**src/rtl/gen_add_seq_pkg.sv**
```systemverilog
// Shared definitions for the slice-serial adder sequencer: FSM state encoding.
package gen_add_seq_pkg;

    localparam logic [1:0] IDLE = 2'b00;
    localparam logic [1:0] RUN  = 2'b01;
    localparam logic [1:0] DONE = 2'b10;

    // Width of the slice index; never narrower than one bit so WORDS=1 still has a register.
    function automatic int idx_width(input int words);
        return (words > 1) ? $clog2(words) : 1;
    endfunction

endpackage

```
**src/rtl/gen_add.sv**
```systemverilog
// N-bit ripple-carry adder; purely combinational.
module gen_add #(
    parameter int N = 4
) (
    input  logic [N-1:0] a,
    input  logic [N-1:0] b,
    input  logic         cin,
    output logic [N-1:0] s,
    output logic         cout
);

    logic c;

    always_comb begin
        c = cin;
        s = '0;
        for (int i = 0; i < N; i++) begin
            s[i] = a[i] ^ b[i] ^ c;
            c    = (a[i] & b[i]) | (c & (a[i] ^ b[i]));
        end
        cout = c;
    end

endmodule

```
**src/rtl/gen_add_seq.sv**
```systemverilog
// Adds two WORDS*N-bit operands one N-bit slice per clock through a single gen_add,
// least significant slice first, with the inter-slice carry held in a register.
module gen_add_seq
    import gen_add_seq_pkg::*;
#(
    parameter int N     = 4,
    parameter int WORDS = 4
) (
    input  logic             clk,
    input  logic             rst_n,
    input  logic             in_valid,
    output logic             in_ready,
    input  logic [N*WORDS-1:0] a,
    input  logic [N*WORDS-1:0] b,
    input  logic             carry_in,
    output logic             out_valid,
    input  logic             out_ready,
    output logic [N*WORDS-1:0] sum,
    output logic             carry_out,
    output logic             busy
);

    localparam int W  = N * WORDS;
    localparam int IW = idx_width(WORDS);
    localparam logic [IW-1:0] LAST = IW'(WORDS - 1);

    // Handshake: a transfer happens on a rising edge where valid and ready are both high.
    // in_ready is high in IDLE, and in DONE when the result is being taken that cycle.
    logic [1:0]    state;
    logic [IW-1:0] idx;
    logic [W-1:0]  a_r, b_r;
    logic          carry_r;
    logic [N-1:0]  slice_a, slice_b, slice_s;
    logic          slice_co;
    logic          in_hs, out_hs;

    assign in_ready  = (state == IDLE) | ((state == DONE) & out_ready);
    assign out_valid = (state == DONE);
    assign busy      = (state == RUN);
    assign in_hs     = in_valid & in_ready;
    assign out_hs    = out_valid & out_ready;

    assign slice_a = a_r[idx*N +: N];
    assign slice_b = b_r[idx*N +: N];

    gen_add #(.N(N)) u_add (
        .a    (slice_a),
        .b    (slice_b),
        .cin  (carry_r),
        .s    (slice_s),
        .cout (slice_co)
    );

    always_ff @(posedge clk or negedge rst_n) begin
        if (!rst_n) begin
            state     <= IDLE;
            idx       <= '0;
            carry_r   <= 1'b0;
            a_r       <= '0;
            b_r       <= '0;
            sum       <= '0;
            carry_out <= 1'b0;
        end else begin
            case (state)
                IDLE: begin
                    if (in_hs) begin
                        a_r     <= a;
                        b_r     <= b;
                        carry_r <= carry_in;
                        idx     <= '0;
                        state   <= RUN;
                    end
                end
                RUN: begin
                    sum[idx*N +: N] <= slice_s;
                    carry_r         <= slice_co;
                    if (idx == LAST) begin
                        carry_out <= slice_co;
                        idx       <= '0;
                        state     <= DONE;
                    end else begin
                        idx <= idx + 1'b1;
                    end
                end
                DONE: begin
                    if (out_hs) begin
                        if (in_hs) begin
                            a_r     <= a;
                            b_r     <= b;
                            carry_r <= carry_in;
                            idx     <= '0;
                            state   <= RUN;
                        end else begin
                            state <= IDLE;
                        end
                    end
                end
                default: state <= IDLE;
            endcase
        end
    end

endmodule

```
**config.mk**
```make
export PLATFORM = sky130hd
export DESIGN_NAME = gen_add_seq
export DESIGN_NICKNAME = d
export VERILOG_FILES = /design/src/rtl/gen_add_seq_pkg.sv /design/src/rtl/gen_add.sv /design/src/rtl/gen_add_seq.sv
export SDC_FILE = /design/constraint.sdc
export NUM_CORES = 1
export LEC_CHECK = 0
export ABC_AREA = 1
export CORE_AREA = 2 2 87 110
export CTS_CLUSTER_SIZE = 8
export DETAILED_ROUTE_END_ITERATION = 7
export DIE_AREA = 0 0 89 112
export PLACE_DENSITY_LB_ADDON = 0.3
export SYNTH_ARGS = -nofsm -noshare
export SYNTH_HDL_FRONTEND = slang
export SYNTH_SLANG_ARGS = --single-unit
```
**constraint.sdc**
```tcl
create_clock -name clk -period 3.34 [get_ports clk]
set_input_delay 0.668 -clock clk [delete_from_list [all_inputs] [get_ports clk]]
set_output_delay 0.668 -clock clk [all_outputs]
set_load 0.01 [all_outputs]
```
After elaboration in Yosys (flattened, before gate mapping)
Cells that the tools add are included.
{"block": "op_classes", "mux": 19, "n_shift": 4, "n_addsub": 2, "bitwise": 23, "n_reduce_logical": 7, "eq_ne": 6}
{"cell": "16-bit 2-to-1 mux", "count": 4}
{"cell": "16-bit case mux with 2 select lines", "count": 2}
{"cell": "4-bit negation with 34-bit output", "count": 1}
{"cell": "4-bit by 34-bit variable shift with 16-bit output, first input constant", "count": 1}
{"cell": "4-bit by 34-bit variable part select with 16-bit output", "count": 1}
{"cell": "16-bit by 5-bit variable part select with 4-bit output", "count": 2}
{"cell": "16-bit bitwise mux", "count": 1}
{"cell": "2-bit 2-to-1 mux", "count": 6}
{"cell": "2-bit case mux with 3 select lines", "count": 2}
{"cell": "1-bit bitwise AND", "count": 10}
{"cell": "1-bit XOR", "count": 8}
{"cell": "2-bit AND reduction", "count": 3}
{"cell": "1-bit bitwise OR", "count": 5}
{"cell": "2-bit == test, second input constant", "count": 2}
{"cell": "2-bit by 1-bit != test with 1-bit output, second input constant", "count": 2}
{"cell": "1-bit 2-to-1 mux", "count": 3}
{"cell": "1-bit case mux with 3 select lines", "count": 1}
{"cell": "3-bit AND reduction", "count": 1}
{"cell": "3-bit nonzero test", "count": 1}
{"cell": "2-bit by 1-bit adder with 2-bit output, second input constant", "count": 1}
{"cell": "2-bit by 1-bit == test with 1-bit output, second input constant", "count": 1}
{"cell": "2-bit logical NOT", "count": 1}
{"cell": "2-bit != test, second input constant", "count": 1}
{"cell": "2-bit nonzero test", "count": 1}
{"block": "word_totals", "elab_cells": 68, "ff_bits": 54}

Longest topological paths before layout
Gate-level depths: netlist (run 1).
{"block": "logic_depth", "depth_word": 11, "ltp_mapped": 17}

Cells and area by module
Synthesis (run 1) repeated with hierarchy kept, for this count alone.
{"block": "unflattened", "cells_unflattened": 329, "area_unflattened_um2": 2662.6}
{"mod": "gen_add_seq", "seq_area_each_um2": 1351.3, "area_each_um2": 2544.9, "cells_per_inst": 315, "n_inst": 1}
{"mod": "gen_add", "seq_area_each_um2": 0.0, "area_each_um2": 117.6, "cells_per_inst": 14, "n_inst": 1}

Least setup slack after synthesis (run 1)
OpenSTA, ideal clock, no wires.
{"block": "synth_timing", "kind": "register to register", "startpoint": "register idx[0]", "endpoint": "register sum[15]", "path_buffers": 2, "arrival_time_ps": 2753, "path_stages_with_launch": 18, "required_ps": 3219, "setup_slack_ps": 466, "path_cell_list": "dfrtp_1 > buf_2 > inv_1 > buf_2 > nand2_1 > nand3_1 > nand2_1 > fa_1 > inv_1 > fa_1 > inv_1 > fa_1 > inv_1 > fa_1 > inv_1 > nor2_1 > nand2_1 > o21ai_1"}
{"block": "synth_between", "elab_chain_len": 11}
{"item": "start: declaration", "line": "gen_add_seq.sv:30", "text": "logic [IW-1:0] idx;"}
{"item": "start signal: assignment", "line": "gen_add_seq.sv:82", "text": "idx <= idx + 1'b1;"}
{"item": "16-bit by 5-bit variable part select with 4-bit output (on tied branches)", "line": "gen_add_seq.sv:43, gen_add_seq.sv:44"}
{"item": "1-bit XOR", "line": "gen_add.sv:18, gen_add.sv:19"}
{"item": "1-bit bitwise AND", "line": "gen_add.sv:19", "text": "c = (a[i] & b[i]) | (c & (a[i] ^ b[i]));"}
{"item": "1-bit bitwise OR", "line": "gen_add.sv:19"}
{"item": "1-bit bitwise AND", "line": "gen_add.sv:19"}
{"item": "1-bit bitwise OR", "line": "gen_add.sv:19"}
{"item": "1-bit bitwise AND", "line": "gen_add.sv:19"}
{"item": "1-bit bitwise OR", "line": "gen_add.sv:19"}
{"item": "1-bit XOR", "line": "gen_add.sv:18", "text": "s[i] = a[i] ^ b[i] ^ c;"}
{"item": "4-bit by 34-bit variable part select with 16-bit output", "line": "gen_add_seq.sv:75", "text": "sum[idx*N +: N] <= slice_s;"}
{"item": "16-bit bitwise mux *", "line": "gen_add_seq.sv:75"}
{"item": "end signal: indexed assignment", "line": "gen_add_seq.sv:75"}
{"item": "end: declaration", "line": "gen_add_seq.sv:18", "text": "output logic [N*WORDS-1:0] sum,"}
Every way passes the cells marked *; elsewhere a longest branch is shown, timed or not.
A chain may end at the register's enable or synchronous reset.

Final worst setup path (run 1)
{"block": "layout_timing", "startpoint": "register idx[1]", "endpoint": "register sum[7]"}
Same word-level chain as after synthesis.

==> results of run 1 <==
-- cells by family (layout without fill, tap and decap cells) --
| group | after synthesis | after routing |
|---|---|---|
| flops | 54 | 54 |
| fa+ha+maj | 10 | 10 |
| simple gates | 201 | 201 |
| buf+inv | 31 | 83 |
| compound gates | 30 | 30 |
-- per-stage QoR --
stage / hold slack [ns] / setup slack, ns / util [%] / std cells / power [mW]
global placement: 0.466 / 0.489 / 36.9 / 493 / 2.79
global route: 0.502 / 0.0922 / 38.7 / 501 / 3.73
detailed placement: 0.465 / 0.346 / 36.9 / 493 / 2.84
floorplan: 0.372 / 0.466 / - / 326 / 2.26
finish: 0.451 / 0.334 / 38.7 / 501 / 3.38
CTS: 0.477 / 0.317 / 38.7 / 501 / 3.44
-- how the worst max path moves through the flow --
stage	from	end	slack (ns)	cells past startpoint
detailed placement	idx[1]	sum[15]	0.35	14
CTS	idx[1]	sum[7]	0.32	14
global placement	idx[1]	sum[7]	0.49	14
finish	idx[1]	sum[7]	0.33	14
global route	idx[1]	sum[7]	0.09	14
floorplan	idx[0]	sum[15]	0.47	17
-- critical path, delay by kind of cell (launching register included) --
kind	cells	cell delay, ns
AND/OR/NAND/NOR	4	0.38
adder cells (fa/ha/maj)	4	1.35
buffers and inverters	5	0.57
AO/OA/AOI/OAI	1	0.07
flip-flops	1	0.51
-- report_power, final --
part	internal [mW]	switching (mW)
registers	0.936	0.185
clock network	0.354	0.225
logic	0.675	1.01
total	1.96	1.42
-- layout make-up --
class                      instances  area, um2  area share (%)
clock inverter                     2       37.5            1.08
sequential                        54       1350            38.9
tap                              123        154            4.43
clock buffer                       6        129            3.71
multi-input combinational        241       1150            33.2
timing repair buffer              62        601            17.3
inverter                          13       48.8            1.40
-- state kept, by name, indices dropped and copies added (netlist names) --
name	count
a_r	16
b_r	16
sum	16
idx	2
state	2
carry_out	1
carry_r	1
-- cell usage in the layout, fill, tap and decap left out --
master	count
nand3b_1	2
nand2_1	124
inv_1	12
nor2_1	21
nor2_2	1
o21ai_0	21
buf_2	1
clkinvlp_4	1
o21ai_1	8
clkdlybuf4s50_1	55
nand3_2	3
a21oi_2	1
inv_2	1
fa_1	4
nand3_1	50
ha_1	6
dfrtp_1	54
clkbuf_1	1
bufinv_16	1
clkbuf_16	5
buf_4	6
-- layer usage --
metal / GRT usage [%] / wire length, um
met3: 2.37 / 206
met1: 17.5 / 2760
met4: 3.68 / 83
met2: 23.0 / 3240
met5: 0 / 0
==> results.toml, run 1 <==
[drt]
routed_via_density = 4.44
wire_per_inst_um = 12.5
firstDrtPassIters = 4
totalWireLength_um = 6290
via_count = 2223
drt_iter0_drc = 165
drt_drc_violations_left = 0
ant_nets = 0

[clocking]
numCtsBuffers = 5
cts-root-buf = "clkbuf_16"
cts_setup_buffers = 0
h-tree-depth = 2
clock_latency_ns = 0.29
cts_tree = "built"
cts_resized = 0
ctsHoldBuffers = 0
max-clock-path-buffers = 2
cts_sinks = 54
path_clk_slew_ns = 0.07

[final_layout]
nFillCells = 934
areaGrowthSynthToFinish_pct = 31.5
num_antenna_cells = 0
nets = 424
drive_above_1_share_pct = 5.29
final_area_um2 = 3480

[synth]
synth_xor_area_share_pct = 0
synthSimpleGateAreaFrac_pct = 32.0
synth_top_family_by_area = "simple AND/OR/NAND/NOR gates"
synthDistinctLibCells = 17
synth_edf_count = 0
yosys.area_share.adder_pct = 5.87
ys_ff_latch = 54
ys_top_cells_by_count = "nand2_1 (124), dfrtp_1 (54), nand3_1 (50), nor2_1 (21), o21ai_0 (21)"
ys_warn_count = 0
seq_area_frac_synth_pct = 51.1
synth.avg_cell_area_um2 = 8.11
syn_area_um2 = 2640
synth_cells = 326
syn_nets = 373
synthArstFlopShare_pct = 100
muxShareOfSynthArea_pct = 0
synth_most_common_cell = "nand2_1"
netlist.area_leader.share_pct = 51.1
synth_area_leaders = "dfrtp_1 (51%), nand2_1 (18%), nand3_1 (9.5%), o21ai_0 (4.0%), fa_1 (3.0%)"
synthFlopType = "dfrtp_1"
synth_compound_area_share_pct = 5.82
yosysTopAreaCell = "dfrtp_1"

[worst_setup_path]
crit_required_ns = 3.51
worstSetupStartpointType = "flop"
r2r-end = "sum[7]"
crit_top_cell = "inv_1"
endpoint_kind = "flop"
cp_cell_sequence = "inv_1 > nand3_1 > nand2_1 > fa_1 > inv_1 > fa_1 > inv_1 > fa_1 > inv_1 > fa_1 > inv_1 > nor2_1 > nand2_1 > o21ai_1"
cpMaxStageDelayCell = "dfrtp_1"
r2r-start = "idx[1]"
path_class = "reg -> reg"
reg2regPathDepth = 14
rrSetupSlack_ns = 0.33
crit_arrival_ns = 3.18
worstPathMaxFanout = 15
cp_slowest_stage_delay_ns = 0.51

[floorplan]
start_util_pct = 29.4
core_um2 = 8980
row_count = 39
ios = 57
die_x_um = 89
die_area_um2 = 9970
die_h_um = 112

[pwr]
p_leak_nw = 1.66
irDropWorstVdd_v = 0.000253
powerDensity_nw_per_um2 = 972

[sta]
tns_ns = 0
rsz0062_at_grt = "false"
max_freq_mhz = 333
setup_viol = 0
fin_crit_sh_pct = 90.0
worst_slew_pin_slew_ns = 0.756
min_period_ns = 3.01
timing.slew.headroom_pct = 49.6
hold_viol = 0
clock-skew-final_ns = 0.00327
finalMaxSlewViolations = 0

[placement]
dpl-instance-area_um2 = 3310
dp_hpwl_um = 4700
place.gp.congestion = 0.825
io_buffers = 56

[global_route]
grt_max_degree = 38
overflow = 0
antenna_found_initial = 0
grtUsageTotal_pct = 13.5
grt_pass1_wl_um = 10800
grt_pass1_vias = 2287

[outcome]
status = "complete, no violations"

[run]
maxCapViolations = 0

[hold_path]
worstHoldPathType = "in -> async"
Power figures use the tool's default switching activity.
==> run 2, diff against run 1 <==
--- a/config.mk
+++ b/config.mk
@@ -11,6 +11,7 @@
 export DETAILED_ROUTE_END_ITERATION = 7
 export DIE_AREA = 0 0 89 112
 export PLACE_DENSITY_LB_ADDON = 0.3
+export SETUP_SLACK_MARGIN = 0.02
 export SYNTH_ARGS = -nofsm -noshare
 export SYNTH_HDL_FRONTEND = slang
 export SYNTH_SLANG_ARGS = --single-unit
==> results of run 2 <==
The final DEF is identical to that of run 1; final timing and power are the same.
